<file path="src/rtl/collector_pkg.sv">
// rtl/collector_pkg.sv - shared defaults and sizing helpers for the result collector
package collector_pkg;

    localparam int DEFAULT_DATA_WIDTH   = 8;
    localparam int DEFAULT_RESULT_WIDTH = 16;

    // Occupancy counters need one extra bit so that "full" is distinct from "empty".
    function automatic int count_width(input int depth);
        return $clog2(depth) + 1;
    endfunction

    function automatic int sat_max(input int width);
        return (2 ** (width - 1)) - 1;
    endfunction

    function automatic int sat_min(input int width);
        return -(2 ** (width - 1));
    endfunction

endpackage

</file>
<file path="src/rtl/result_fifo.sv">
// rtl/result_fifo.sv - first-word fall-through buffer with drop-on-full writes
module result_fifo
    import collector_pkg::*;
#(
    parameter int DATA_WIDTH = DEFAULT_DATA_WIDTH,
    parameter int DEPTH      = 8
) (
    input  logic                          clk,
    input  logic                          rst,
    input  logic                          wr_valid,
    input  logic [DATA_WIDTH-1:0]         wr_data,
    input  logic                          rd_ready,
    output logic [DATA_WIDTH-1:0]         rd_data,
    output logic                          rd_valid,
    output logic [count_width(DEPTH)-1:0] count,
    output logic                          drop
);

    localparam int AW = $clog2(DEPTH);
    localparam int CW = count_width(DEPTH);

    logic [DATA_WIDTH-1:0] mem [DEPTH];
    logic [AW-1:0]         wr_ptr;
    logic [AW-1:0]         rd_ptr;
    logic                  full;
    logic                  empty;
    logic                  pop;
    logic                  push;

    assign empty    = (count == '0);
    assign full     = (count == CW'(DEPTH));
    assign rd_valid = !empty;
    assign pop      = rd_valid && rd_ready;
    // A pop on the same edge frees the slot, so a full buffer still accepts.
    assign push     = wr_valid && (!full || pop);
    assign drop     = wr_valid && full && !pop;
    assign rd_data  = empty ? '0 : mem[rd_ptr];

    always_ff @(posedge clk or posedge rst) begin
        if (rst) begin
            wr_ptr <= '0;
            rd_ptr <= '0;
            count  <= '0;
        end else begin
            if (push) begin
                wr_ptr <= wr_ptr + AW'(1);
            end
            if (pop) begin
                rd_ptr <= rd_ptr + AW'(1);
            end
            count <= count + CW'(push) - CW'(pop);
        end
    end

    always_ff @(posedge clk) begin
        if (push) begin
            mem[wr_ptr] <= wr_data;
        end
    end

endmodule

</file>
<file path="src/rtl/result_collector.sv">
// rtl/result_collector.sv - requantizes chain results into a FWFT buffer; RESULT_RELU_EN clamps negatives to zero
module result_collector
    import collector_pkg::*;
#(
    parameter int DATA_WIDTH   = DEFAULT_DATA_WIDTH,
    parameter int RESULT_WIDTH = DEFAULT_RESULT_WIDTH,
    parameter int FIFO_DEPTH   = 8,
    parameter int SHIFT        = 4
) (
    input  logic                               clk,
    input  logic                               rst,
    input  logic [RESULT_WIDTH:0]              input_result,
    output logic [DATA_WIDTH-1:0]              output_data,
    output logic                               output_valid,
    input  logic                               output_ready,
    output logic [count_width(FIFO_DEPTH)-1:0] fifo_count,
    output logic                               overflow
);

    // Compare in a width that holds both the shifted result and the clamp bounds.
    localparam int EW = ((RESULT_WIDTH > DATA_WIDTH) ? RESULT_WIDTH : DATA_WIDTH) + 1;
    localparam logic signed [EW-1:0] SAT_HI = EW'(sat_max(DATA_WIDTH));
    localparam logic signed [EW-1:0] SAT_LO = EW'(sat_min(DATA_WIDTH));

    logic signed [RESULT_WIDTH-1:0] shifted;
    logic signed [EW-1:0]           widened;
    logic [DATA_WIDTH-1:0]          requant;
    logic                           s1_valid;
    logic [DATA_WIDTH-1:0]          s1_data;
    logic                           drop;

    always_comb begin
        shifted = $signed(input_result[RESULT_WIDTH-1:0]) >>> SHIFT;
`ifdef RESULT_RELU_EN
        if (shifted[RESULT_WIDTH-1]) begin
            shifted = '0;
        end
`endif
        widened = EW'(shifted);
        if (widened > SAT_HI) begin
            requant = SAT_HI[DATA_WIDTH-1:0];
        end else if (widened < SAT_LO) begin
            requant = SAT_LO[DATA_WIDTH-1:0];
        end else begin
            requant = widened[DATA_WIDTH-1:0];
        end
    end

    always_ff @(posedge clk or posedge rst) begin
        if (rst) begin
            s1_valid <= 1'b0;
            s1_data  <= '0;
        end else begin
            s1_valid <= input_result[RESULT_WIDTH];
            s1_data  <= requant;
        end
    end

    result_fifo #(
        .DATA_WIDTH (DATA_WIDTH),
        .DEPTH      (FIFO_DEPTH)
    ) u_fifo (
        .clk      (clk),
        .rst      (rst),
        .wr_valid (s1_valid),
        .wr_data  (s1_data),
        .rd_ready (output_ready),
        .rd_data  (output_data),
        .rd_valid (output_valid),
        .count    (fifo_count),
        .drop     (drop)
    );

    always_ff @(posedge clk or posedge rst) begin
        if (rst) begin
            overflow <= 1'b0;
        end else if (drop) begin
            overflow <= 1'b1;
        end
    end

endmodule

</file>
<file path="config.mk">
export PLATFORM = sky130hd
export DESIGN_NAME = result_collector
export DESIGN_NICKNAME = d
export VERILOG_FILES = /design/src/rtl/collector_pkg.sv /design/src/rtl/result_fifo.sv /design/src/rtl/result_collector.sv
export SDC_FILE = /design/constraint.sdc
export NUM_CORES = 1
export LEC_CHECK = 0
export CAP_MARGIN = 25
export CORE_MARGIN = 10
export CORE_UTILIZATION = 34
export DETAILED_ROUTE_END_ITERATION = 12
export SETUP_SLACK_MARGIN = 0.3
export SYNTH_ARGS = -nofsm -noshare
export SYNTH_HDL_FRONTEND = slang
export SYNTH_HIERARCHICAL = 1
export SYNTH_SLANG_ARGS = --single-unit
</file>
<file path="constraint.sdc">
create_clock -name clk -period 5.7 [get_ports clk]
set_input_delay 0.57 -clock clk [delete_from_list [all_inputs] [get_ports clk]]
set_output_delay 0.57 -clock clk [all_outputs]
set_load 0.05 [all_outputs]
</file>
==> results of run 1 <==
-- worst max path at each step --
stage                                             from                         end  slack (ns)  cells after the start
after floorplan              u_fifo/count[2]$_DFF_PP0_              output_data[0]        3.12                      5
after global placement                    output_ready  u_fifo/mem[6][3]$_DFFE_PP_        2.82                      4
after detailed placement                  output_ready  u_fifo/mem[4][1]$_DFFE_PP_        2.72                      4
after CTS                 u_fifo/rd_ptr[1]$_DFFE_PP0N_              output_data[5]        2.42                      5
after global routing      u_fifo/rd_ptr[1]$_DFFE_PP0N_              output_data[5]        2.30                      5
final                     u_fifo/rd_ptr[1]$_DFFE_PP0N_              output_data[7]        2.49                      5
-- sequential cells by signal, indices dropped and copies added, names as in the netlist --
name,count
overflow,1
s1_data,8
u_fifo/rd_ptr,3
s1_valid,1
u_fifo/mem,64
u_fifo/wr_ptr,3
u_fifo/count,4
-- critical path, stage by stage, from the launching register on --
cell and delay, ns:
dfrtp_1 0.37, buf_4 0.47, mux2i_1 0.17, a22oi_1 0.22, and3_1 0.21, clkdlybuf4s50_1 0.82
-- layer usage --
layer,vias up,share of wire
met1,995,0.43
met3,7,0.053
li1,958,-
met5,-,0
met4,0,0.0097
met2,39,0.51
-- cells by family after synthesis --
logic type	count (synthesis)	synth area share
compound gates	28	0.06414
xor+xnor	6	0.01464
mux	35	0.09934
simple gates	51	0.08366
flops	84	0.6748
fa+ha+maj	8	0.02997
buf+inv	22	0.03346
-- power breakdown --
part | leakage [nW] | switching [mW] | total (mW) | internal, mW
logic | 0.635 | 0.623 | 1.01 | 0.383
registers | 0.822 | 0.0767 | 0.861 | 0.784
clock network | 0.0938 | 0.214 | 0.419 | 0.205
total | 1.55 | 0.913 | 2.29 | 1.37
-- layout make-up --
cell class / instances / area (um^2) / share of cell area
sequential: 84 / 2422 / 0.5764
clock inverter: 6 / 73.82 / 0.01756
inverter: 8 / 30.03 / 0.007145
multi-input combinational: 128 / 1047 / 0.2492
timing repair buffer: 35 / 335.3 / 0.07979
tap: 136 / 170.2 / 0.04049
clock buffer: 9 / 123.9 / 0.02947
-- metrics by stage --
step / util / cells / hold slack (ns) / instance area (um^2) / total power [mW]
2_1_floorplan: - / 234 / 0.4102 / 3590 / 1.596
3_3_place_gp: 0.3865 / 389 / 0.4661 / 3990 / 1.871
3_5_place_dp: 0.3872 / 390 / 0.4652 / 3998 / 1.894
4_1_cts: 0.4064 / 405 / 0.4876 / 4195 / 2.319
5_1_grt: 0.4071 / 406 / 0.4969 / 4203 / 2.421
6_report: 0.4071 / 406 / 0.4789 / 4203 / 2.286
-- placed cells by master, fill, tap and decap left out, types with 2 or more instances in the layout --
cell type / n
nor2b_1: 3
inv_1: 8
clkdlybuf4s50_1: 29
nor2_1: 13
clkbuf_8: 9
edfxtp_1: 64
nand2b_1: 3
ha_1: 7
a221oi_1: 7
xnor2_1: 4
and3_1: 8
a22oi_1: 16
nand2_1: 2
nand4_1: 7
clkinvlp_4: 2
xor2_1: 2
dfrtp_1: 20
mux2i_1: 33
buf_4: 6
nor3_1: 4
==> impl_metrics.yaml, run 1 <==
cts:
  clockBufferDepth: 2
  path_clk_slew_ns: 0.08
  clkSinkCount: 84
  cts_tree: "built"
  cts_hold_buf: 0
  cts_setup_buffers: 0
  ctsResizeCount: 0
  root_buffer: "clkbuf_8"
  cts_max_level: 3
  cts_inserted_buffers: 9
  clk_latency_ns: 0.35
sta:
  setup_viol: 0
  maxSlewHeadroom: 0.4605
  timing.final.ws_setup_ns: 2.492
  finalSetupTns_ns: 0
  tightestPinTransition_ns: 0.8062
  finalClockSkew_ns: 0.006756
  drv_slew: 0
  hold_viol: 0
  period_minus_slack_ns: 3.208
  fin_crit_sh: 0.5628
  fmax_mhz: 311.7
  rsz0062_at_grt: "no"
logic_synthesis:
  synth_top_area_cell: "edfxtp_1"
  syn-instance-count: 234
  syn-num-nets: 262
  synth_cell_types: 40
  yosys-top-cells-count: "64 x edfxtp_1, 33 x mux2i_1, 20 x dfrtp_1, 16 x a22oi_1, 13 x nor2_1"
  synth-seq-cells: 84
  seq_area_frac_synth: 0.6748
  synth.most_common_cell: "edfxtp_1"
  avgSynthCellArea_um2: 15.34
  synth_edf_count: 64
  synth_area_leaders: "edfxtp_1 54%, dfrtp_1 14%, mux2i_1 9.2%"
  synth-async-reset-ratio: 0.2381
  ys_warn_count: 6
  netlist.area_leader.share: 0.5354
  netlist_area_um2: 3590
  synth_flop_cell: "edfxtp_1"
routing:
  routed_wl_um: 6819
  drc: 0
  via_per_inst: 4.924
  postRouteAntennaNets: 0
  drtIter0Drc: 75
  dr.pass1.iters: 4
  post_drt_wl_per_cell_um: 16.80
  vias: 1999
die:
  ios: 34
  core_um2: 10320
  fp.dieH_um: 122.8
  row_count: 37
  initial_utilization: 0.3477
  die_area_um2: 15070
  die_x_um: 122.8
grt:
  overflow: 0
  grt_pass1_vias: 2036
  grt_util_met3: 0.03857
  use_met1: 0.1030
  antenna_found_initial: 0
  grtUsageTotal: 0.09189
  met2_usage: 0.1586
  grt_max_degree: 33
  top_usage_layer: "met2"
  grt_pass1_wl_um: 10560
critical_path:
  reg2reg_from: "u_fifo/count[2]$_DFF_PP0_"
  reg2reg_depth: 9
  r2r_end: "u_fifo/count[1]$_DFF_PP0_"
  worst_setup_path_end_kind: "primary output"
  critPathLaunchType: "register"
  worstPathRequired_ns: 5.13
  cp_max_fo: 32
  critPathArrivalTime_ns: 2.64
  crit_type: "reg2out"
  ff2ff_setup_slack_ns: 3.19
min_path:
  hp-class: "reg2reg"
  hold_end: "overflow$_DFFE_PP0P_"
  hp-start: "overflow$_DFFE_PP0P_"
  hold_depth: 1
finish:
  fin_nets: 294
  drive_gt1_frac: 0.1111
  fillers: 966
  n_antenna_cell: 0
  area_growth_pct: 17.08
placement:
  hpwl_um: 4676
  io_buffers: 29
  gp_congestion: 0.7065
  post-place-ws_ns: 2.725
power_and_ir_drop:
  powerDensity_nw_per_um2: 543.8
  ir_worst_vdd_v: 0.0004397
  cellLeakagePower_nw: 1.550
outcome:
  status: "complete, no violations"
flow_run:
  maxCapViolCount: 0
Note: power is estimated with default switching activity, not from simulation.
==> run 2: changes to the inputs <==
- clock period: 5.7 -> 2.7 ns (I/O delays scaled with it)
==> run 2 against run 1 <==
Compared with the run above:
- critical path depth is 4 higher
- power is 130% higher
- utilization rose by 1.2 points
- clock skew up 0.0013 ns
- critical path type is now reg2reg
- largest cell class unchanged
- register-to-register slack lost 2.8 ns
- sequential power grew 110%
==> impl_metrics.yaml, run 2 (synthesized netlist as in run 1, its figures left out) <==
critical_path:
  worstPathRequired_ns: 2.94
  critPathLaunchType: "register"
  cp_cell_sequence: "inv_2 -> ha_2 -> or3b_4 -> nand2_4 -> mux2i_2 -> ha_2 -> inv_1 -> fa_1 -> inv_1"
  reg2reg_from: "u_fifo/count[2]$_DFF_PP0_"
  crit_type: "reg2reg"
  critical-path-max-stage-delay_ns: 0.48
  reg2reg_depth: 9
  cp_max_fo: 5
  worst_setup_path_end_kind: "register"
  critPathArrivalTime_ns: 2.51
  slowest_stage: "fa_1"
  ff2ff_setup_slack_ns: 0.42
  r2r_end: "u_fifo/count[1]$_DFF_PP0_"
cts:
  root_buffer: "clkbuf_8"
  cts_setup_buffers: 0
  clkSinkCount: 84
  cts_inserted_buffers: 9
  clk_latency_ns: 0.35
  clockBufferDepth: 2
  cts_max_level: 3
  cts_tree: "built"
  path_clk_slew_ns: 0.08
min_path:
  hp-class: "in2async"
die:
  row_count: 37
  die_x_um: 122.8
  ios: 34
  fp.dieH_um: 122.8
  core_um2: 10320
  die_area_um2: 15070
  initial_utilization: 0.3477
routing:
  drtIter0Drc: 102
  post_drt_wl_per_cell_um: 16.83
  drc: 0
  routed_wl_um: 6935
  dr.pass1.iters: 4
  vias: 2016
  via_per_inst: 4.893
  postRouteAntennaNets: 0
finish:
  final_area_um2: 4329
  finalNonFillerCells: 412
  n_antenna_cell: 0
  area_growth_pct: 20.60
  drive_gt1_frac: 0.1812
  reg.largest.list: "u_fifo/mem (64), s1_data (8), u_fifo/count (4)"
  layout_commonest_cell: "edfxtp_1"
  fin_nets: 299
  regMostFlops: "u_fifo/mem"
  final_cell_mix: "64 x edfxtp_1, 32 x mux2i_1, 20 x clkdlybuf4s50_1"
  utilization: 0.4193
  largest_reg_flops: 64
power_and_ir_drop:
  total_power_mw: 5.176
  ir_worst_vdd_v: 0.0008394
  cellLeakagePower_nw: 1.617
  powerDensity_nw_per_um2: 1196
placement:
  post-place-ws_ns: 0.2883
  hpwl_um: 4593
  gp_congestion: 0.7491
  placed_area_um2: 4094
  placed_cells: 396
  io_buffers: 29
grt:
  grt_pass1_wl_um: 10700
  grtUsageTotal: 0.09512
  grt_max_degree: 33
  antenna_found_initial: 0
  overflow: 0
  grt_pass1_vias: 1955
sta:
  fmax_mhz: 439.5
  finalSetupTns_ns: 0
  timing.final.ws_setup_ns: 0.4248
  tightestPinTransition_ns: 0.9967
  maxSlewHeadroom: 0.3331
  period_minus_slack_ns: 2.275
  fin_crit_sh: 0.8427
  rsz0062_at_grt: "no"
  setup_viol: 0
  hold_viol: 0
  drv_slew: 0
  finalClockSkew_ns: 0.008031
  hold_ws_ns: 0.2168
flow_run:
  maxCapViolCount: 0
outcome:
  status: "complete, no violations"
run 2: cell type report:
| class | instances | area (um^2) |
|---|---|---|
| inverter | 8 | 30.03 |
| timing repair buffer | 40 | 420.4 |
| multi-input combinational | 128 | 1070 |
| clock inverter | 6 | 86.33 |
| fill | 922 | 5995 |
| sequential | 84 | 2425 |
| tap | 136 | 170.2 |
| clock buffer | 10 | 127.6 |
run 2: worst max-delay path, delay by kind of cell, from the launching register on:
family / cells / cell delay, ns
DFF: 1 / 0.41
muxes: 1 / 0.23
buffers and inverters: 3 / 0.16
adders and majority gates: 3 / 0.87
and+or+nand+nor: 2 / 0.50
run 2: what timing repair did:
action,in CTS,in global routing
endpoints found under the setup margin,3,6
pin swaps,0,2
gates resized for setup,5,5
hold buffers,0,0
run 2: report_power, final:
| part | leakage [nW] | switching, mW | internal (mW) | total (mW) |
|---|---|---|---|---|
| combinational | 0.688 | 1.40 | 1.00 | 2.41 |
| clock | 0.109 | 0.424 | 0.523 | 0.947 |
| sequential | 0.820 | 0.166 | 1.66 | 1.82 |
run 2: how the worst max path moves through the flow:
stage / from / cells past startpoint / end / slack (ns)
final: u_fifo/count[2]$_DFF_PP0_ / 9 / u_fifo/count[1]$_DFF_PP0_ / 0.42
after floorplan: u_fifo/count[2]$_DFF_PP0_ / 9 / u_fifo/count[2]$_DFF_PP0_ / 0.31
after global routing: u_fifo/count[2]$_DFF_PP0_ / 9 / u_fifo/count[2]$_DFF_PP0_ / 0.29
after CTS: u_fifo/rd_ptr[1]$_DFFE_PP0N_ / 5 / output_data[0] / 0.36
after detailed placement: output_ready / 4 / u_fifo/mem[7][3]$_DFFE_PP_ / 0.29
after global placement: output_ready / 4 / u_fifo/mem[7][2]$_DFFE_PP_ / 0.34
run 2: layer usage:
metal / part of all wire / wire length [um] / up-vias / GRT usage
met2: 0.51 / 3529 / 45 / 0.1543
li1: - / - / 965 / -
met4: 0.0072 / 50 / 0 / 0.02430
met3: 0.064 / 443 / 5 / 0.03857
met5: 0 / 0 / - / 0
met1: 0.42 / 2912 / 1001 / 0.1153
==> run 3: changes to the inputs <==
- clock period: 2.7 -> 2.2 ns (I/O delays scaled with it)
==> run 3 against run 2 <==
Compared with the run above:
- first-iteration DRC count is 8.8% lower
- power grew 32%
- critical path depth unchanged
- sequential cell count unchanged
- count of clock-buffer cells in the layout is the same
- final cell count grew 3.4%
- combinational power up 45%
- largest power group unchanged
- die area unchanged
- global-route usage increased by 0.32 points
- register-to-register slack worse by 0.38 ns
==> impl_metrics.yaml, run 3 (synthesized netlist as in run 1, its figures left out) <==
outcome:
  status: "complete, no violations"
finish:
  utilization: 0.4435
  regMostFlops: "u_fifo/mem"
  finalNonFillerCells: 426
  final_area_um2: 4578
  area_growth_pct: 27.54
  fin_nets: 313
  n_antenna_cell: 0
  layout_commonest_cell: "edfxtp_1"
  drive_gt1_frac: 0.2966
  final_cell_mix: "64 x edfxtp_1, 33 x mux2i_1, 24 x buf_4"
  reg.largest.list: "u_fifo/mem (64), s1_data (8), u_fifo/count (4)"
  largest_reg_flops: 64
sta:
  maxSlewHeadroom: 0.6515
  rsz0062_at_grt: "yes"
  hold_viol: 0
  period_minus_slack_ns: 2.154
  hold_ws_ns: 0.1696
  drv_slew: 0
  fmax_mhz: 464.2
  tightestPinTransition_ns: 0.5219
  timing.final.ws_setup_ns: 0.04571
  fin_crit_sh: 0.9792
  finalClockSkew_ns: 0.01056
  setup_viol: 0
routing:
  drc: 0
  postRouteAntennaNets: 0
  post_drt_wl_per_cell_um: 16.94
  vias: 2067
  via_per_inst: 4.852
  drtIter0Drc: 93
  routed_wl_um: 7215
  dr.pass1.iters: 4
grt:
  grt_max_degree: 21
  grtUsageTotal: 0.09836
  grt_pass1_wl_um: 11300
  antenna_found_initial: 0
  overflow: 0
  grt_pass1_vias: 2182
critical_path:
  reg2reg_depth: 9
  critPathLaunchType: "register"
  worst_setup_path_end_kind: "register"
  crit_path_start: "u_fifo/count[2]$_DFF_PP0_"
  cp_max_fo: 3
  crit_type: "reg2reg"
  worstPathRequired_ns: 2.44
  reg2reg_from: "u_fifo/count[2]$_DFF_PP0_"
  critPathArrivalTime_ns: 2.39
power_and_ir_drop:
  cellLeakagePower_nw: 1.707
  powerDensity_nw_per_um2: 1492
  ir_worst_vdd_v: 0.0007637
die:
  ios: 34
  core_um2: 10320
  die_area_um2: 15070
  row_count: 37
  die_x_um: 122.8
  fp.dieH_um: 122.8
  initial_utilization: 0.3477
placement:
  hpwl_um: 4815
  gp_congestion: 0.7578
  post-place-ws_ns: 0.007639
  placed_cells: 403
  placed_area_um2: 4292
  io_buffers: 29
cts:
  cts_tree: "built"
  clk_latency_ns: 0.34
  root_buffer: "clkbuf_8"
  path_clk_slew_ns: 0.09
  cts_max_level: 3
  clkSinkCount: 84
  cts_inserted_buffers: 9
  clockBufferDepth: 2
min_path:
  hp-class: "in2async"
flow_run:
  maxCapViolCount: 0
==> run 3: changes by cell type in the layout (fill, tap and decap cells not counted), moves of 3 or more <==
cell,change
buf_4,+11
nor2_2,+3
inv_2,+3
nor2_1,-3
buf_12,+4
and3_1,-8
ha_4,+3
inv_1,-3
and3_4,+8
==> run 3: critical path, stage by stage, from the launching register on <==
cell,delay (ns)
dfrtp_2,0.41
inv_2,0.08
ha_4,0.13
or3b_4,0.39
nand2_4,0.07
mux2i_1,0.19
ha_2,0.21
inv_2,0.04
fa_2,0.50
inv_1,0.04
==> run 3: worst paths after layout <==
check                                                 end  slack, ns
min in group clk                       s1_valid$_DFF_PP0_       0.32
worst min-delay path                 s1_data[3]$_DFF_PP0_       0.17
worst max register to register  u_fifo/count[1]$_DFF_PP0_       0.05
worst min register to register       overflow$_DFFE_PP0P_       0.48
max in group asynchronous       u_fifo/count[1]$_DFF_PP0_       1.69
worst max-delay path            u_fifo/count[1]$_DFF_PP0_       0.05
==> run 3: layout make-up <==
class,count,area (um^2)
Fill cell,903,5746
Sequential cell,84,2427
Multi-Input combinational cell,128,1179
Timing Repair Buffer,54,573.1
Tap cell,136,170.2
Clock buffer,10,127.6
Clock inverter,6,71.32
Inverter,8,30.03
==> run 3: stage by stage <==
stage	setup TNS (ns)	total power, mW
after global placement	0	5.667
after global routing	-0.07113	7.200
after floorplan	-0.2137	4.399
after detailed placement	0	5.727
final	0	6.833
after CTS	0	6.871
==> run 3: report_power, final <==
group / total (mW) / switching [mW] / internal (mW)
clock: 1.09 / 0.557 / 0.535
sequential: 2.24 / 0.202 / 2.04
combinational: 3.50 / 1.86 / 1.64
total: 6.83 / 2.62 / 4.22
==> run 3: layer usage <==
layer,global-route usage,wire length [um],vias up
met2,0.1703,3667,51
met5,0,0,-
met3,0.02617,370,4
met4,0.03387,76,0
li1,-,-,997
met1,0.1152,3101,1015
==> run 3: timing repair <==
action                                  CTS  global route
buffers inserted                          4             3
hold buffers                              0             0
resized for setup                         4             5
endpoints found under the setup margin   13            44
endpoints found under the hold margin     0             0
pin swaps                                 5             9
==> RTL edit 1 (flow settings as in run 1) <==
Reset style: synchronous (`rst`), changed in 3 clocked blocks.
--- a/src/rtl/result_fifo.sv
+++ b/src/rtl/result_fifo.sv
@@ -36,7 +36,7 @@
     assign drop     = wr_valid && full && !pop;
     assign rd_data  = empty ? '0 : mem[rd_ptr];
 
-    always_ff @(posedge clk or posedge rst) begin
+    always_ff @(posedge clk) begin
         if (rst) begin
             wr_ptr <= '0;
             rd_ptr <= '0;
--- a/src/rtl/result_collector.sv
+++ b/src/rtl/result_collector.sv
@@ -46,7 +46,7 @@
         end
     end
 
-    always_ff @(posedge clk or posedge rst) begin
+    always_ff @(posedge clk) begin
         if (rst) begin
             s1_valid <= 1'b0;
             s1_data  <= '0;
@@ -71,7 +71,7 @@
         .drop     (drop)
     );
 
-    always_ff @(posedge clk or posedge rst) begin
+    always_ff @(posedge clk) begin
         if (rst) begin
             overflow <= 1'b0;
         end else if (drop) begin
Formal check against the unedited RTL: differs if rst is asserted again (counterexample within 4 cycles, from zero or initial values and one cycle with rst high); with rst held inactive, the same outputs for 10 cycles.
==> RTL edit 1 against run 1 <==
  * Power down 23%
  * Wire length down 4.1%
  * Sequential cell count up 3
  * Worst setup slack worse by 0.28 ns
  * Critical endpoint is now output_data[3]
  * Area after synthesis down 1.7%
  * Clock skew up 0.0063 ns
  * Die area down 1.4%
  * Design area down 0.66%
==> RTL edit 1: results (changes against run 1) <==
The total of fill cells in the finished design was 929 (-3.8%). The path class of the tightest hold or removal check is reg2reg. The clock slew at the register clock pins of the worst setup and hold paths came out at 0.10 ns (+0.02 ns). The setup clock skew after layout is 0.0131 ns (+0.00634 ns). The layout cell share with drive strength beyond 1 was 0.140 (+0.0289). The number of failing hold endpoints at the final stage came out at 0 (unchanged). The run gives 2.92 ns (+0.28 ns) as the data arrival time of the critical path.

The tools report the post-DP HPWL as 4.45 mm (-4.8%). The maximum number of pins on one net before global-route repair is 23 (-30%), and the global-route usage over all layers is 0.0918 (-0.000123). Number of flops mapped to enable cells by yosys: 64 (unchanged). The depth of the worst hold-timing path works out to 2 (+1). The startpoint identified for the worst hold timing path is overflow. For the wire length of the first global-routing pass, the log shows 10.3 mm (-2.1%).

Counting instances in the post-synthesis netlist gives the leading cell types as edfxtp_1, dfxtp_1, nor2_1, mux4_1, inv_1. The largest registers in the layout are u_fifo/mem (64), s1_data (8), u_fifo/count (4). The worst reg2reg path depth was 6 (-3); the vias per cell was 4.82 (-2.1%).

The run gives 9 (unchanged) as the CTS buffer count. For the standby leakage power, the log shows 1.45 nW (-6.5%). The worst hold endpoint is overflow.

The delay of the slowest critical-path stage is 0.95 ns (+0.13 ns), and the post-cts sizing count is 0 (unchanged). The worst voltage drop across the vdd grid is 150 uV (-66%), and the H-tree depth reported by CTS is 3 (unchanged). The async set or reset register ratio after synthesis was 0 (-0.238). The run gives 0.36 ns as the insertion delay to the later sink of the worst-skew pair. The tree is rooted in a clkbuf_8.

The critical-path maximum fanout is 16 (-50%), and the post-synthesis cell type count is 43 (+7.5%). The number of nets at the end of the flow is 273 (-7.1%). The worst setup slack after placement was 2.53 ns (-0.195 ns).

The logs give 0 (unchanged) for the post-CTS setup buffer count and 3.22 ns (+0.03 ns) for the setup slack on the worst flop-to-flop path. The synthesized netlist net count is 234 (-11%). The destination of the worst register-to-register timing path was u_fifo/mem[0][4]. For the relative slew slack, the log shows 0.296 (-0.164).

The tools report the number of antenna violations at the first check in global routing as 0 (unchanged). The run gives 6 (unchanged) as the warning count from the yosys run. The number of port buffers is 29 (unchanged). The worst register-to-register path begins at u_fifo/count[2]. The logs give 0 (unchanged) for the number of diodes and 0.707 (about the same) for the final weighted congestion in routability-driven placement. The flow ran to the end, and the final reports show no timing, DRC or antenna violations. The tools report the number of detailed-route iterations in the first pass as 6 (+2). The logs give 72 (-4.0%) for the starting DRC count in detailed routing and 2 (unchanged) for the maximum buffer depth of the clock tree. Yosys attributes the largest share of cell area to edfxtp_1, dfxtp_1, mux4_1, ha_1, a22o_1. The tools report the sequential fraction of the synthesis area as 0.675 (about the same). Routed length per instance: 16.9 um (+0.91%). The largest individual stage delay along the critical path comes from the cell dfxtp_1. For the via count of the first global-routing pass, the log shows 1,984 (-2.6%).
[RTL edit 1: cell types whose count changed in the layout (fill, tap and decap cells not counted), moves of 7 or more]
cell / before / now
a22oi_1: 16 / 0
a221oi_1: 7 / 0
mux2i_1: 33 / 1
dfrtp_1: 20 / 0
mux4_1: 0 / 13
dfxtp_1: 0 / 23
a21o_1: 1 / 8
a22o_1: 0 / 8
and3_1: 8 / 0
[RTL edit 1: how the worst max path moves through the flow]
stage	cells past startpoint	startpoint	slack (ns)	end
after floorplan	7	u_fifo/count[2]	2.85	output_data[0]
after global placement	3	flip-flop	2.51	output_data[3]
after global routing	3	flip-flop	2.06	output_data[3]
after detailed placement	3	flip-flop	2.53	output_data[3]
after CTS	3	flip-flop	2.12	output_data[3]
final	3	flip-flop	2.21	output_data[3]
[RTL edit 1: per-layer routing]
| metal | global-route usage | wire [um] | up-vias |
|---|---|---|---|
| li1 | - | - | 898 |
| met1 | 0.100 | 2710 | 923 |
| met2 | 0.163 | 3510 | 29 |
| met3 | 0.0241 | 197 | 11 |
| met4 | 0.0425 | 121 | 0 |
| met5 | 0 | 0 | - |
[RTL edit 1: report_power, final]
group          switching, mW  internal [mW]  total, mW
registers             0.0588          0.719      0.778
logic                  0.330          0.233      0.563
clock network          0.241          0.172      0.413
[RTL edit 1: per-stage QoR]
step,cell area (um^2),hold slack (ns),power [mW],cells
final,4180,0.482,1.75,386
after CTS,4180,0.493,1.78,386
after global routing,4180,0.525,1.85,386
after floorplan,3530,0.472,1.20,206
after detailed placement,3980,0.470,1.37,370
after global placement,3980,0.452,1.36,370
[RTL edit 1: area by class of cell]
class	count	area share
Tap cell	136	0.0408
Inverter	11	0.00989
Clock inverter	7	0.0174
Timing Repair Buffer	34	0.0785
Sequential cell	87	0.571
Clock buffer	9	0.0297
Multi-Input combinational cell	102	0.253
[RTL edit 1: kinds of logic (layout without fill, tap and decap cells)]
| kind of cell | count (synthesis) | count (layout) | synth area share |
|---|---|---|---|
| AO/OA/AOI/OAI | 32 | 32 | 0.0734 |
| AND/OR/NAND/NOR | 42 | 42 | 0.0681 |
| buffers and inverters | 17 | 61 | 0.0252 |
| flip-flops | 87 | 87 | 0.675 |
| adder cells (fa/ha/maj) | 8 | 8 | 0.0305 |
| XOR/XNOR | 1 | 1 | 0.00248 |
| multiplexers | 19 | 19 | 0.125 |
[RTL edit 1: critical path, delay by kind of cell (launching register included)]
family	cells	cell delay, ns
flip-flops	1	0.95
multiplexers	1	0.65
AO/OA/AOI/OAI	1	0.26
buffers and inverters	1	0.70
==> RTL edit 2 (flow settings as in run 1) <==
Without the edit above. The option `RESULT_RELU_EN` is turned on by a define.
--- a/src/rtl/result_collector.sv
+++ b/src/rtl/result_collector.sv
@@ -1,4 +1,6 @@
 // rtl/result_collector.sv - requantizes chain results into a FWFT buffer; RESULT_RELU_EN clamps negatives to zero
+`define RESULT_RELU_EN
+
 module result_collector
     import collector_pkg::*;
 #(
Formal check against the unedited RTL: not equivalent (a bounded check fails within 4 cycles, from zero or initial values and one cycle with rst high).
==> RTL edit 2 against run 1 <==
  * Final cell count down 2.2%
  * Area after synthesis down 3.5%
  * Hold slack better by 0.012 ns
  * Wire length up 1.1%
  * Sequential cell count unchanged
  * Utilization up 1.2 points
  * Largest cell class unchanged
  * Count of clock-buffer cells in the layout unchanged
  * Worst setup slack worse by 0.38 ns
  * Power up 0.37%
  * Design area down 1.7%
==> RTL edit 2: results (changes against run 1) <==
The logs give 3.11 ns (-0.08 ns) for the setup slack on the worst flop-to-flop path and 0.148 (-0.0110) for the met2 usage. The clock group power is 0.431 mW (+3%). The wire length the detailed router placed on met1 was 3.23 mm (+11%); the worst setup slack after placement was 2.43 ns (-0.299 ns). The tools report the amount of wire on met3 after detailed routing as 420 um (+16%). Synthesized netlist net count: 249 (-5.0%). The flow ran to the end, and the final reports show no timing, DRC or antenna violations.

The total cell area at the placement stage is 3930 um^2 (-1.8%), and the routed wire length is 6.89 mm (+1.1%). The run gives 1.37 mW (-0.30%) as the internal portion of total power. After synthesis, the cell types taking the most area are edfxtp_1, dfrtp_1, mux2i_1, a22oi_1, ha_1. Wire length of the first global-routing pass: 10.9 mm (+3.7%).

Switching share of power: 0.404 (+0.00400). The total of fill cells in the finished design was 906 (-6.2%); the measured slew at the worst slew-check pin was 0.928 ns (+0.122 ns). The final clock period utilization by the worst path came out at 0.630 (+0.0675). In this run the worst setup path terminates at output_data[0]. The data arrival time of the critical path was 3.02 ns (+0.38 ns). Routed length per instance: 17.4 um (+3.3%).

The tools report the met1 layer usage reported by global route as 0.133 (+0.0297). The setup clock skew after layout came out at 0.00958 ns (+0.00282 ns). The sequential fraction of the synthesis area was 0.699 (+0.0241). Power attributed to combinational cells is 0.987 mW. The post-synthesis cell type count was 35 (-13%); the area added between synthesis and finish was 19.2%. Ranked by instance count, the synthesized netlist is headed by edfxtp_1, mux2i_1, dfrtp_1, a22oi_1, inv_1. The clock slew at the register clock pins of the worst setup and hold paths was 0.08 ns (about the same); the global-route usage over all layers was 0.0987 (+0.00686).

The logs give 375 uV (-15%) for the worst voltage drop across the vdd grid and 0.726 (+2.8%) for the final weighted congestion in routability-driven placement. The endpoint identified for the worst register-to-register timing path is u_fifo/count[2]. The starting DRC count in detailed routing was 94 (+25%). The logs give 287 (-2.4%) for the number of nets at the end of the flow and 1,942 (-4.6%) for the via count of the first global-routing pass. The tools report the total via count in the routed design as 1,844 (-7.8%).

The layout cell share with drive strength beyond 1 came out at 0.117 (+0.00631). The per-instance average area after synthesis is 15.7 um^2 (+2.2%), and the worst hold-check slack is 0.491 ns (+0.0120 ns). The run gives 21 (-36%) as the maximum number of pins on one net before global-route repair.

The count of placed standard cells including taps was 381 (-2.3%). The standby leakage power was 1.57 nW (+0.99%).
[RTL edit 2: cell families (layout without fill, tap and decap cells)]
kind of cell | after synthesis | after routing | share of synthesized area
flops | 84 | 84 | 0.699
simple gates | 36 | 36 | 0.0639
mux | 35 | 35 | 0.103
compound gates | 28 | 28 | 0.0588
buf+inv | 23 | 66 | 0.0282
fa+ha+maj | 8 | 8 | 0.0310
xor+xnor | 6 | 6 | 0.0152
other cells | 1 | 1 | 0.00108
[RTL edit 2: final cells by class]
| type | instances | share of cell area |
|---|---|---|
| clock buffer | 9 | 0.0300 |
| timing repair buffer | 35 | 0.0812 |
| sequential | 84 | 0.586 |
| inverter | 15 | 0.0136 |
| tap | 133 | 0.0403 |
| clock inverter | 7 | 0.0194 |
| multi-input combinational | 114 | 0.229 |
[RTL edit 2: critical path, stage by stage, from the launching register on]
cell and delay, ns:
dfrtp_1 0.87, buf_4 0.46, mux2i_1 0.12, a22oi_1 0.20
and3_1 0.20, clkdlybuf4s50_1 0.82
